$ cat src/rtl/wb_pkg.sv
// Shared widths, write-back source codes, load funct3 codes and state encoding for the write-back stage.
package wb_pkg;

  localparam int unsigned XLEN     = 32;
  localparam int unsigned RADDR_W  = 5;
  localparam int unsigned WB_SEL_W = 2;
  localparam int unsigned F3_W     = 3;
  localparam int unsigned CNT_W    = 32;

  localparam logic [WB_SEL_W-1:0] WB_SEL_ALU  = 2'b00;
  localparam logic [WB_SEL_W-1:0] WB_SEL_LOAD = 2'b01;
  localparam logic [WB_SEL_W-1:0] WB_SEL_PC4  = 2'b10;
  localparam logic [WB_SEL_W-1:0] WB_SEL_IMM  = 2'b11;

  localparam logic [F3_W-1:0] F3_LB  = 3'b000;
  localparam logic [F3_W-1:0] F3_LH  = 3'b001;
  localparam logic [F3_W-1:0] F3_LW  = 3'b010;
  localparam logic [F3_W-1:0] F3_LBU = 3'b100;
  localparam logic [F3_W-1:0] F3_LHU = 3'b101;

  typedef enum logic [1:0] {
    ST_IDLE      = 2'd0,
    ST_WAIT_LOAD = 2'd1,
    ST_COMMIT    = 2'd2
  } wb_state_e;

  // One buffered MEM/WB instruction.
  typedef struct packed {
    logic [XLEN-1:0]     pc;
    logic [RADDR_W-1:0]  rd;
    logic                reg_write;
    logic [WB_SEL_W-1:0] wb_sel;
    logic [XLEN-1:0]     alu_result;
    logic [XLEN-1:0]     imm32;
    logic [F3_W-1:0]     funct3;
  } wb_entry_t;

  // Write-back source mux; PC+4 wraps naturally at XLEN bits.
  function automatic logic [XLEN-1:0] wb_select(
    input logic [WB_SEL_W-1:0] sel,
    input logic [XLEN-1:0]     pc,
    input logic [XLEN-1:0]     alu,
    input logic [XLEN-1:0]     imm,
    input logic [XLEN-1:0]     ld
  );
    logic [XLEN-1:0] res;
    case (sel)
      WB_SEL_LOAD: res = ld;
      WB_SEL_PC4:  res = pc + XLEN'(4);
      WB_SEL_IMM:  res = imm;
      default:     res = alu;
    endcase
    return res;
  endfunction

endpackage

$ cat src/rtl/wb_load_align.sv
// Picks the addressed byte/half of a loaded word and sign- or zero-extends it.
module wb_load_align
  import wb_pkg::*;
(
  input  logic [XLEN-1:0] raw,
  input  logic [1:0]      addr_lo,
  input  logic [F3_W-1:0] funct3,
  output logic [XLEN-1:0] data_c
);

  logic [7:0]  byte_sel;
  logic [15:0] half_sel;

  // Lane extraction then extension by load type; unknown funct3 behaves as LW.
  always_comb begin
    byte_sel = 8'h00;
    half_sel = addr_lo[1] ? raw[31:16] : raw[15:0];
    case (addr_lo)
      2'd0:    byte_sel = raw[7:0];
      2'd1:    byte_sel = raw[15:8];
      2'd2:    byte_sel = raw[23:16];
      default: byte_sel = raw[31:24];
    endcase
    case (funct3)
      F3_LB:   data_c = {{(XLEN-8){byte_sel[7]}}, byte_sel};
      F3_LBU:  data_c = {{(XLEN-8){1'b0}}, byte_sel};
      F3_LH:   data_c = {{(XLEN-16){half_sel[15]}}, half_sel};
      F3_LHU:  data_c = {{(XLEN-16){1'b0}}, half_sel};
      default: data_c = raw;
    endcase
  end

endmodule

$ cat src/rtl/wb_commit_stage.sv
// One-entry MEM/WB buffer driving the register-file write port, forwarding tap and retire counter.
module wb_commit_stage
  import wb_pkg::*;
(
  input  logic                clk,
  input  logic                rst,
  input  logic                in_valid,
  output logic                in_ready,
  input  logic [XLEN-1:0]     in_pc,
  input  logic [RADDR_W-1:0]  in_rd,
  input  logic                in_reg_write,
  input  logic [WB_SEL_W-1:0] in_wb_sel,
  input  logic [XLEN-1:0]     in_alu_result,
  input  logic [XLEN-1:0]     in_imm32,
  input  logic [F3_W-1:0]     in_funct3,
  input  logic                flush,
  input  logic                dmem_rsp_valid,
  input  logic [XLEN-1:0]     dmem_rdata,
  output logic                reg_write,
  output logic [RADDR_W-1:0]  reg_rd,
  output logic [XLEN-1:0]     reg_wdata,
  output logic                fwd_valid,
  output logic [RADDR_W-1:0]  fwd_rd,
  output logic [XLEN-1:0]     fwd_data,
  output logic [CNT_W-1:0]    instret
);

  wb_state_e          state_q, state_d;
  wb_entry_t          entry_q, entry_d;
  logic               drop_q, drop_d;
  logic [CNT_W-1:0]   instret_q, instret_d;
  logic               reg_write_q, reg_write_d;
  logic [RADDR_W-1:0] reg_rd_q, reg_rd_d;
  logic [XLEN-1:0]    reg_wdata_q, reg_wdata_d;
  logic [XLEN-1:0]    load_data;
  logic               accept;

  wb_load_align u_align (
    .raw     (dmem_rdata),
    .addr_lo (entry_q.alu_result[1:0]),
    .funct3  (entry_q.funct3),
    .data_c  (load_data)
  );

  assign in_ready = rst & ~flush & ((state_q == ST_IDLE) | (state_q == ST_COMMIT));
  assign accept   = in_valid & in_ready;

  // Next-state, entry latch, drop flag, retire count and write-port values.
  always_comb begin
    state_d     = state_q;
    entry_d     = entry_q;
    drop_d      = drop_q;
    instret_d   = instret_q;
    reg_write_d = 1'b0;
    reg_rd_d    = reg_rd_q;
    reg_wdata_d = reg_wdata_q;

    case (state_q)
      ST_IDLE: ;
      ST_WAIT_LOAD: begin
        if (flush) drop_d = 1'b1;
        if (dmem_rsp_valid) begin
          if (drop_q | flush) begin
            state_d = ST_IDLE;
            drop_d  = 1'b0;
          end else begin
            state_d = ST_COMMIT;
            if (entry_q.reg_write && (entry_q.rd != '0)) begin
              reg_write_d = 1'b1;
              reg_rd_d    = entry_q.rd;
              reg_wdata_d = wb_select(entry_q.wb_sel, entry_q.pc, entry_q.alu_result,
                                      entry_q.imm32, load_data);
            end
          end
        end
      end
      ST_COMMIT: begin
        instret_d = instret_q + CNT_W'(1);
        state_d   = ST_IDLE;
      end
      default: state_d = ST_IDLE;
    endcase

    // Accept is only possible from IDLE or COMMIT, so it overrides their next state.
    if (accept) begin
      entry_d = '{pc: in_pc, rd: in_rd, reg_write: in_reg_write, wb_sel: in_wb_sel,
                  alu_result: in_alu_result, imm32: in_imm32, funct3: in_funct3};
      if (in_wb_sel == WB_SEL_LOAD) begin
        state_d = ST_WAIT_LOAD;
      end else begin
        state_d = ST_COMMIT;
        if (in_reg_write && (in_rd != '0)) begin
          reg_write_d = 1'b1;
          reg_rd_d    = in_rd;
          reg_wdata_d = wb_select(in_wb_sel, in_pc, in_alu_result, in_imm32, load_data);
        end
      end
    end
  end

  // State and output registers with synchronous active-low reset.
  always_ff @(posedge clk) begin
    if (!rst) begin
      state_q     <= ST_IDLE;
      entry_q     <= '0;
      drop_q      <= 1'b0;
      instret_q   <= '0;
      reg_write_q <= 1'b0;
      reg_rd_q    <= '0;
      reg_wdata_q <= '0;
    end else begin
      state_q     <= state_d;
      entry_q     <= entry_d;
      drop_q      <= drop_d;
      instret_q   <= instret_d;
      reg_write_q <= reg_write_d;
      reg_rd_q    <= reg_rd_d;
      reg_wdata_q <= reg_wdata_d;
    end
  end

  assign reg_write = reg_write_q;
  assign reg_rd    = reg_rd_q;
  assign reg_wdata = reg_wdata_q;
  assign fwd_valid = reg_write_q;
  assign fwd_rd    = reg_rd_q;
  assign fwd_data  = reg_wdata_q;
  assign instret   = instret_q;

endmodule

$ cat config.mk
export PLATFORM = sky130hd
export DESIGN_NAME = wb_commit_stage
export DESIGN_NICKNAME = d
export VERILOG_FILES = /design/src/rtl/wb_pkg.sv /design/src/rtl/wb_load_align.sv /design/src/rtl/wb_commit_stage.sv
export SDC_FILE = /design/constraint.sdc
export NUM_CORES = 1
export LEC_CHECK = 0
export ABC_AREA = 1
export CAP_MARGIN = 20
export CORE_UTILIZATION = 53
export CTS_BUF_LIST = sky130_fd_sc_hd__clkbuf_8
export CTS_CLUSTER_SIZE = 14
export DETAILED_ROUTE_END_ITERATION = 7
export PLACE_DENSITY = 0.89
export SLEW_MARGIN = 20
export SYNTH_ARGS = -nofsm -noshare
export SYNTH_HDL_FRONTEND = slang
export SYNTH_SLANG_ARGS = --single-unit
$ cat constraint.sdc
create_clock -name clk -period 2 [get_ports clk]
set_input_delay 0.2 -clock clk [delete_from_list [all_inputs] [get_ports clk]]
set_output_delay 0.2 -clock clk [all_outputs]
set_load 0.02 [all_outputs]
==> summary.md <==
| Metric | Value |
|---|---|
| Status | `finished with violations` |
| Failing checks | `DRC` |
| Via count | `14166` |
| CTS clk-pin slew, worst paths | `130 ps` |
| Cell variety after synth | `49` |
| Worst setup EP type | `register` |
| Final core utilization | `73.36%` |
| Post-Syn Nets | `1983` |
| Worst EP required | `2370 ps` |
| Most frequent cell on the critical path | `nand2_1` |
| Ratio of final minimum period to clock period | `99.08%` |
| TritonRoute pass-1 iters | `8` |
| Beginning of the critical path | `entry_q[36]` |
| Die H | `147.7 um` |
| Clock Path Buffers | `2` |
| Ant. Diodes | `0` |
| Synth Flop Type | `dfxtp_1` |
| F_max | `504.6 MHz` |
| IO Pins | `253` |
| Final ANT Viol Nets | `0` |
| Congestion Overflow GR | `0` |
| # setup viols final | `0` |
| Largest net degree at the start of global routing | `153` |
| Slew Limit Fails | `0` |
| Worst Setup EP | `fwd_data[14]` |
| Reg2reg start | `entry_q[36]` |
| Slew margin rel. | `56.99%` |
| GRT Overall Usage | `44.35%` |
| Vias in the first global route | `13240` |
| Crit path max fanout | `8` |
| Crit path DAT | `2350 ps` |
| CTS sink count | `180` |
| DP HPWL | `37.37 mm` |
| Synthesized flop and latch total | `180` |
| CP Class | `reg -> reg` |
| Mapped cell area | `11250 um^2` |
| Share of cells above drive strength 1 | `11.11%` |
| H-tree depth | `4` |
| CTS tree | `built` |
| Routed WL | `48.57 mm` |
| Layout area overhead | `33.63%` |
| Power Dens Cells | `542.8 nW/um^2` |
| Mapped Cells | `1836` |
| Fill cells | `1658` |
| Hold Slack | `253.8 ps` |
| Fin Clk Skew | `20.33 ps` |
| Largest stage delay, worst path | `450 ps` |
| Starting density of the core | `54.90%` |
| Final Hold Viols | `0` |
| Vias per cell | `5.893` |
| R2R Path End | `fwd_data[14]` |
| Core area | `20490 um^2` |
| Root Buffer | `clkbuf_8` |
| CP max-delay cell | `dfxtp_2` |
| Peak supply drop | `442.1 uV` |
| Antenna violations before repair | `1` |
| TritonCTS Buffers | `17` |
| Most frequent cells in the layout | `nand2_1, nor2_1, clkdlybuf4s50_1, dfxtp_1, a21oi_1` |
| Max-cap viol count | `0` |
| Row cnt | `52` |
| Dpl cell area | `14590 um^2` |
| Remaining DRCs | `1` |
| Gpl congestion | `1.024` |
| Final nets | `2268` |
| Post-route cell area | `15040 um^2` |
| Final Power | `8.162 mW` |
| Die area | `21820 um^2` |
| CP top delay family | `simple AND/OR/NAND/NOR gates` |
| Worst-Skew Late Latency | `490 ps` |
| Yosys Warn Count | `0` |
| Post-synth EDFFs | `0` |
| Critical path depth | `10` |
| RSZ-0062 raised after global routing | `yes` |
| PortBufs | `252` |
| Setup slack, reg-to-reg | `20 ps` |
| First-pass GRT wire length | `73.79 mm` |
| Startpoint Class | `register` |
| Mean Syn Cell Area | `6.129 um^2` |
| Count of hold-fix buffers inserted at cts | `0` |
| Iteration-0 DRC Markers | `1623` |
| Minimum clock period | `1982 ps` |
| Cells along the critical path | `inv_2 > buf_4 > o21ai_0 > nand2_1 > nand2_1 > nand2_1 > nand2_1 > nand3b_1 > nand2_1 > a21oi_1` |
| Die Width | `147.7 um` |
| Leak Pwr | `5.768 nW` |
| Least-Margin Pin Slew | `638.4 ps` |
| Cells on worst reg2reg path | `10` |
| Hold Crit Class | `in -> reg` |
| Routed len/inst | `20.20 um` |
| Worst Path Buf+Inv | `2` |
| Commonest non-fill, non-tap cell in the layout | `nand2_1` |
| FFs w/ async S/R, synth | `0%` |
| Seq/Total Area, Yosys | `32.02%` |
[worst register-to-register path: cells and delay by family, from the launching register on]
kind / cells / cell delay, ps
flip-flops: 1 / 450
AND/OR/NAND/NOR: 6 / 860
AO/OA/AOI/OAI: 2 / 340
buffers and inverters: 2 / 250
[per-layer routing]
layer	vias up	wire [um]	track usage, %
li1	6516	-	-
met5	-	9	0
met1	6342	17560	53.48
met4	2	3595	28.71
met3	235	5894	9.383
met2	1071	21510	71.65
[area by class of cell]
class | instances | area [um^2] | share of cell area (%)
tap | 270 | 337.8 | 2.247
clock inverter | 15 | 160.2 | 1.065
inverter | 148 | 561.8 | 3.736
timing repair buffer | 389 | 3674 | 24.43
multi-input combinational | 1385 | 6460 | 42.96
sequential | 180 | 3608 | 24.00
clock buffer | 17 | 234.0 | 1.556
[how the worst min path moves through the flow]
stage	depth (start not counted)	startpoint	end	slack, ps
floorplan	2	in_pc[17]	entry_q[92]	340
global placement	2	entry_q[17]	entry_q[17]	440
detailed placement	2	entry_q[11]	entry_q[11]	440
CTS	4	rst	instret[17]	240
global route	4	rst	instret[17]	260
finish	4	rst	instret[17]	250
[cell families (layout without fill, tap and decap cells)]
family | after synthesis | in the layout | synth area share (%)
AND/OR/NAND/NOR | 974 | 974 | 36.96
adder cells (fa/ha/maj) | 3 | 3 | 0.3336
flip-flops | 180 | 180 | 32.02
XOR/XNOR | 16 | 16 | 1.245
AO/OA/AOI/OAI | 392 | 392 | 18.56
buffers and inverters | 271 | 569 | 10.88
[report_power, final]
group	switching (mW)	total (mW)	internal [mW]	leakage, nW
logic	0.992	1.76	0.764	4.10
registers	0.110	3.83	3.72	1.47
clock network	1.63	2.58	0.943	0.200
total	2.73	8.16	5.43	5.77
[registers in the layout, summed over array words and instances, names as in the netlist]
register   count
instret       32
state_q        2
fwd_data      32
fwd_valid      1
fwd_rd         5
entry_q      107
drop_q         1
[metrics by stage]
| step | setup slack (ps) | setup TNS (ps) | instances |
|---|---|---|---|
| 2_1_floorplan | 272.1 | 0 | 1836 |
| 3_3_place_gp | -148.7 | -361.9 | 2370 |
| 3_5_place_dp | -163.1 | -1318 | 2370 |
| 4_1_cts | 44.86 | 0 | 2402 |
| 5_1_grt | -44.12 | -44.12 | 2404 |
| 6_report | 18.38 | 0 | 2404 |
[cells in the mapped netlist, types with 7 or more instances]
cell type  number  area share [%]
nand2_1       447              15
inv_2           7            0.23
xor2_1         12            0.93
or2_2           9            0.50
a22o_1         10            0.78
a21oi_1       172             7.7
nor3_1         26             1.2
dfxtp_1       180              32
nand4_1        25             1.4
inv_1         137             4.6
a31oi_1         8            0.44
buf_4          42             2.8
nand3b_1       22             1.5
nand2_2         9            0.50
nor2_2          9            0.50
nand3_1        93             4.1
clkbuf_1       50             1.7
nor2_1        314              10
o21ai_0       168             7.5
buf_2          25             1.1
o211ai_1       11            0.73
[timing repair]
| action | 4_1_cts | 5_1_grt |
|---|---|---|
| resized for setup | 1 | 14 |
| setup buffers | 0 | 2 |
| hold endpoints to repair | 0 | 0 |
| pin swaps | 0 | 2 |
| setup endpoints to repair | 1 | 13 |
Power figures use the tool's default switching activity.
